--- src/rtl/vending_machine_gen.sv ---
// vending_machine_gen -- parameterized coin-operated vending controller.
//
// Flow: IDLE -> (sel) COLLECT -> (credit >= price) VEND -> CHANGE -> IDLE.
// Coins are accepted in IDLE/COLLECT and added at the clock edge. VEND pulses
// deliver for one cycle and deducts the price. CHANGE pays out the remainder
// one coin at a time (largest 5/2/1 that fits), handshaked by change_ack.
//
// Optional feature: define VM_CANCEL_EN to enable the cancel/refund input.
// Without it the cancel port exists but has no effect.
//
// Ports:
//   clk          rising-edge clock
//   reset        asynchronous active-low reset
//   sel          product buttons, lowest set index wins (IDLE only)
//   coin         one-cycle coin strobe, one-hot: bit0=1, bit1=2, bit2=5
//   cancel       refund request (VM_CANCEL_EN only)
//   change_ack   hopper accepted the current change_coin
//   product      latched one-hot selection
//   deliver      one-cycle vend pulse
//   change_coin  one-hot change coin request, 0 = none
//   credit       registered credit
//   coin_reject  one-cycle pulse (cycle after the coin) when a coin is refused
//   busy         high in VEND and CHANGE
module vending_machine_gen #(
  parameter int                           N_PROD     = 4,
  parameter int                           CREDIT_W   = 8,
  parameter logic [N_PROD*CREDIT_W-1:0]   PRICES     = {8'd7, 8'd5, 8'd3, 8'd2},
  parameter int                           MAX_CREDIT = 99
) (
  input  logic                clk,
  input  logic                reset,
  input  logic [N_PROD-1:0]   sel,
  input  logic [2:0]          coin,
  input  logic                cancel,
  input  logic                change_ack,
  output logic [N_PROD-1:0]   product,
  output logic                deliver,
  output logic [2:0]          change_coin,
  output logic [CREDIT_W-1:0] credit,
  output logic                coin_reject,
  output logic                busy
);

  typedef enum logic [1:0] {IDLE, COLLECT, VEND, CHANGE} state_t;

  state_t              state_q, state_d;
  logic [CREDIT_W-1:0] credit_q, credit_d;
  logic [N_PROD-1:0]   product_q, product_d;
  logic                reject_q, reject_d;

  logic [N_PROD-1:0]   sel_first;
  logic [CREDIT_W-1:0] price;
  logic [CREDIT_W-1:0] coin_val, coin_sum;
  logic                coin_ok, coin_fits;
  logic [CREDIT_W-1:0] chg_val;
  logic [2:0]          chg_code;
  logic [CREDIT_W-1:0] vend_rem, chg_rem;
  logic                cancel_req;

`ifdef VM_CANCEL_EN
  assign cancel_req = cancel;
`else
  logic unused_cancel;
  assign cancel_req    = 1'b0;
  assign unused_cancel = cancel;
`endif

  // Lowest-index button wins: scan high to low so the last hit is the lowest.
  always_comb begin
    sel_first = '0;
    for (int i = N_PROD - 1; i >= 0; i--)
      if (sel[i]) begin
        sel_first    = '0;
        sel_first[i] = 1'b1;
      end
  end

  always_comb begin
    price = '0;
    for (int i = 0; i < N_PROD; i++)
      if (product_q[i]) price = PRICES[i*CREDIT_W +: CREDIT_W];
  end

  always_comb begin
    coin_val = '0;
    coin_ok  = 1'b1;
    case (coin)
      3'b001:  coin_val = CREDIT_W'(1);
      3'b010:  coin_val = CREDIT_W'(2);
      3'b100:  coin_val = CREDIT_W'(5);
      default: coin_ok  = 1'b0;
    endcase
  end

  assign coin_sum  = credit_q + coin_val;
  assign coin_fits = (coin_sum <= CREDIT_W'(MAX_CREDIT));

  // Greedy change: largest denomination not exceeding the remaining credit.
  always_comb begin
    chg_val  = '0;
    chg_code = 3'b000;
    if (credit_q >= CREDIT_W'(5)) begin
      chg_val  = CREDIT_W'(5);
      chg_code = 3'b100;
    end else if (credit_q >= CREDIT_W'(2)) begin
      chg_val  = CREDIT_W'(2);
      chg_code = 3'b010;
    end else if (credit_q != '0) begin
      chg_val  = CREDIT_W'(1);
      chg_code = 3'b001;
    end
  end

  assign vend_rem = credit_q - price;
  assign chg_rem  = credit_q - chg_val;

  always_comb begin
    state_d   = state_q;
    credit_d  = credit_q;
    product_d = product_q;
    reject_d  = 1'b0;
    case (state_q)
      IDLE, COLLECT: begin
        if (cancel_req) begin
          // Cancel outranks sel and coin; a same-cycle coin is refused.
          product_d = '0;
          reject_d  = |coin;
          state_d   = (credit_q != '0) ? CHANGE : IDLE;
        end else begin
          if (coin != 3'b000) begin
            if (coin_ok && coin_fits) credit_d = coin_sum;
            else                      reject_d = 1'b1;
          end
          if (state_q == IDLE && (|sel)) begin
            product_d = sel_first;
            state_d   = COLLECT;
          end
          // Uses registered credit only; a coin arriving now counts next time.
          if (state_q == COLLECT && credit_q >= price) state_d = VEND;
        end
      end
      VEND: begin
        reject_d  = |coin;
        credit_d  = vend_rem;
        product_d = '0;
        state_d   = (vend_rem != '0) ? CHANGE : IDLE;
      end
      CHANGE: begin
        reject_d = |coin;
        if (credit_q == '0) begin
          state_d = IDLE;
        end else if (change_ack) begin
          credit_d = chg_rem;
          if (chg_rem == '0) state_d = IDLE;
        end
      end
      default: state_d = IDLE;
    endcase
  end

  always_ff @(posedge clk or negedge reset) begin
    if (!reset) begin
      state_q   <= IDLE;
      credit_q  <= '0;
      product_q <= '0;
      reject_q  <= 1'b0;
    end else begin
      state_q   <= state_d;
      credit_q  <= credit_d;
      product_q <= product_d;
      reject_q  <= reject_d;
    end
  end

  assign product     = product_q;
  assign credit      = credit_q;
  assign coin_reject = reject_q;
  assign deliver     = (state_q == VEND);
  assign busy        = (state_q == VEND) || (state_q == CHANGE);
  assign change_coin = (state_q == CHANGE) ? chg_code : 3'b000;

endmodule

--- config.mk ---
export PLATFORM = sky130hd
export DESIGN_NAME = vending_machine_gen
export DESIGN_NICKNAME = d
export VERILOG_FILES = /design/src/rtl/vending_machine_gen.sv
export SDC_FILE = /design/constraint.sdc
export NUM_CORES = 1
export LEC_CHECK = 0
export CAP_MARGIN = 20
export CORE_ASPECT_RATIO = 1.1
export CORE_MARGIN = 1
export CORE_UTILIZATION = 53
export CTS_CLUSTER_DIAMETER = 100
export DETAILED_ROUTE_END_ITERATION = 12
export PLACE_DENSITY = 0.79
export SETUP_SLACK_MARGIN = 0.4
export SYNTH_ARGS = -nofsm -noshare
export SYNTH_HDL_FRONTEND = slang
export SYNTH_SLANG_ARGS = --single-unit
--- constraint.sdc ---
create_clock -name clk -period 3.4 [get_ports clk]
set_clock_uncertainty 0.15 [all_clocks]
set_input_delay 0.68 -clock clk [delete_from_list [all_inputs] [get_ports clk]]
set_output_delay 0.68 -clock clk [all_outputs]
set_load 0.005 [all_outputs]
==> results.sh <==
export IMPL_status="finished, final reports clean"
export IMPL_htreeDepth=1
export IMPL_max_cap_violations=0
export IMPL_netlist_area_leader_share_pct=22.9
export IMPL_die_height_um=60.3
export IMPL_syn_nets=224
export IMPL_setup_viol=0
export IMPL_final_seq_area_um2=379
export IMPL_hold_path_class="flip-flop to flip-flop"
export IMPL_worstPathArrival_ps=3100
export IMPL_leakage_uw=0.000960
export IMPL_r2r_start="credit[7]$_DFFE_PN0P_"
export IMPL_power_density_mw_per_mm2=1040
export IMPL_synth_top_cells_by_area="dfrtp_1 (23%), ha_1 (6.9%), nor2_1 (4.1%)"
export IMPL_nNetsFinal=276
export IMPL_antenna_found_initial=0
export IMPL_track_usage_pct=33.6
export IMPL_cts_tree="done"
export IMPL_internal_power_uw=1230
export IMPL_yosys_cell_count_top_type="nor2_1"
export IMPL_yosys_top_cells_count="nor2_1 (18), nand2_1 (17), dfrtp_1 (15)"
export IMPL_synthArstFlopShare_pct=100
export IMPL_hp_start="product[0]$_DFFE_PN0P_"
export IMPL_vias_per_cell=6.32
export IMPL_synth_edf_count=0
export IMPL_worst_setup_path_start_kind="input port"
export IMPL_wl_per_cell_um=18.2
export IMPL_yosysSeqAreaShare_pct=22.9
export IMPL_multi_input_area_mm2=0.00130
export IMPL_cts_sinks=15
export IMPL_synth_avg_cell_area_um2=8.14
export IMPL_die_area_mm2=0.00331
export IMPL_area_growth_syn_to_layout_pct=41.2
export IMPL_yosys_area_top_type="dfrtp_1"
export IMPL_portBuffers=27
export IMPL_clock_path_buffers=2
export IMPL_rsz0062_at_grt="yes"
export IMPL_crit_type="input port to flip-flop"
export IMPL_ant_nets=0
export IMPL_startpoint="coin[0]"
export IMPL_fill_cells=196
export IMPL_hold_violations=0
export IMPL_initial_core_util_pct=57.4
export IMPL_diodes=0
export IMPL_wl_um=5190
export IMPL_clkPwrFrac_pct=4.8
export IMPL_ir_drop_uv=678
export IMPL_synth_distinct_cells=57
export IMPL_drc_errors=0
export IMPL_io_pins=29
export IMPL_p_seq_share_pct=14.9
export IMPL_place_inst=271
export IMPL_power_frac_comb_pct=80.3
export IMPL_grt_pass1_wl_um=7890
export IMPL_ys_warn_count=0
export IMPL_grt_overflow=0
export IMPL_p_sw_share_pct=49.0
export IMPL_cts_root_buf="clkbuf_4"
export IMPL_maxSlewViolCount=0
export IMPL_place_gp_congestion=0.944
export IMPL_num_vias=1800
export IMPL_instances_no_fill=285
export IMPL_drtIter0Drc=106
export IMPL_clk_pin_slew_ps=110
export IMPL_fp_row_count=20
export IMPL_fin_crit_sh_pct=89.6
export IMPL_p_sw_uw=1180
export IMPL_dieWidth_um=55.0
export IMPL_grt_max_degree=19
export IMPL_core_area_mm2=0.00285
export IMPL_maxSlewHeadroom_pct=51.1
export IMPL_grt_pass1_vias=1775
export IMPL_fmax_ghz=0.328
export IMPL_numCtsBuffers=3
export IMPL_drive_gt1_share_pct=30.6
export IMPL_synth_seq_cells=15
export IMPL_place_hpwl_um=3500
export IMPL_synthCells=201
export IMPL_synthFlopType="dfrtp_1"
export IMPL_holdWs_ps=404
export IMPL_syn_cell_area_mm2=0.00164
export IMPL_layout_min_cycle_time_ps=3050
export IMPL_tightest_slew_ps=731
export IMPL_clk_latency_ps=300
export IMPL_drt_first_pass_iters=4
export IMPL_cp_max_fo=5
export IMPL_required_ps=3450
export IMPL_end_kind="flip-flop"
## final cells by class
type                    instances  area share (%)
well taps                      33            1.79
clock inverters                 1           0.217
multi-input cells             163            56.4
flip-flops and latches         15            16.4
repair buffers                 57            21.9
clock buffers                   3           0.975
inverters                      13            2.27
## power groups by stage
stage                     Clock, uW  Combinational (uW)  Sequential [uW]
after floorplan                   0                1110              344
after global placement            0                1570              361
after detailed placement          0                1630              368
after CTS                       112                1780              355
after global routing            118                2110              371
final                           115                1940              359
## critical path, cell delays in order
cell	delay, ps
buf_8	100
xnor2_2	120
nor2_1	110
ha_2	200
inv_2	40
fa_2	370
buf_4	150
buf_4	130
a22oi_2	150
o211ai_1	150
a311oi_4	300
buf_6	170
buf_6	120
mux2i_1	80
a22o_1	210
## metrics by stage
stage / total power [uW] / setup TNS [ps] / area [um2] / setup slack, ps / utilization [%]
global placement: 1930 / -1470 / 2070 / -227 / 72.6
floorplan: 1450 / 0 / 1650 / 308 / -
CTS: 2240 / 0 / 2230 / 394 / 78.3
finish: 2410 / 0 / 2310 / 354 / 81.0
detailed placement: 2000 / -2200 / 2070 / -319 / 72.6
global route: 2590 / 0 / 2310 / 246 / 81.0
## flip-flops by register name (all words and copies together) (netlist names)
name         flops
product          4
credit           8
state_q          2
coin_reject      1
## cells in the final DEF, fill, tap and decap left out, types with 5 or more instances in the layout
cell type | netlist | layout
ha_1 | 9 | 6
buf_4 | 1 | 27
inv_1 | 12 | 10
o21ai_0 | 11 | 8
nor3_1 | 7 | 7
dfrtp_1 | 15 | 12
clkdlybuf4s50_1 | 0 | 23
nand3_1 | 6 | 6
nor2b_1 | 6 | 5
a21oi_1 | 10 | 8
nor2_1 | 18 | 17
nand2_1 | 17 | 17
## routing by layer
metal	track usage [%]	share of wire, %	wire, um
met4	15.7	3.9	205
met3	4.58	6.0	310
met2	59.2	52	2710
met1	38.9	38	1970
met5	0	0	0
## timing repair
action | in CTS | in global routing
pin swaps | 11 | 13
setup buffers | 9 | 1
endpoints found under the setup margin | 12 | 10
gates resized for setup | 33 | 16
hold buffers | 0 | 0
## cells by family (layout without fill, tap and decap cells)
group,after synthesis,in the layout,share of synthesized area (%)
simple gates,82,82,26.2
fa+ha+maj,12,12,10.6
flops,15,15,22.9
mux,5,5,3.36
buf+inv,23,74,5.66
xor+xnor,9,9,4.82
compound gates,55,55,26.5
## path summary, 6_finish.rpt
check                                          to  slack, ps  cells after the start
max                         credit[7]$_DFFE_PN0P_        350                     15
max reg2reg                 credit[7]$_DFFE_PN0P_        400                     10
min in group asynchronous   credit[0]$_DFFE_PN0P_        650                      1
min reg2reg                product[0]$_DFFE_PN0P_        400                      1
min                        product[0]$_DFFE_PN0P_        400                      1
max in group asynchronous   credit[7]$_DFFE_PN0P_       1950                      1
Note: power is estimated with default switching activity, not from simulation.
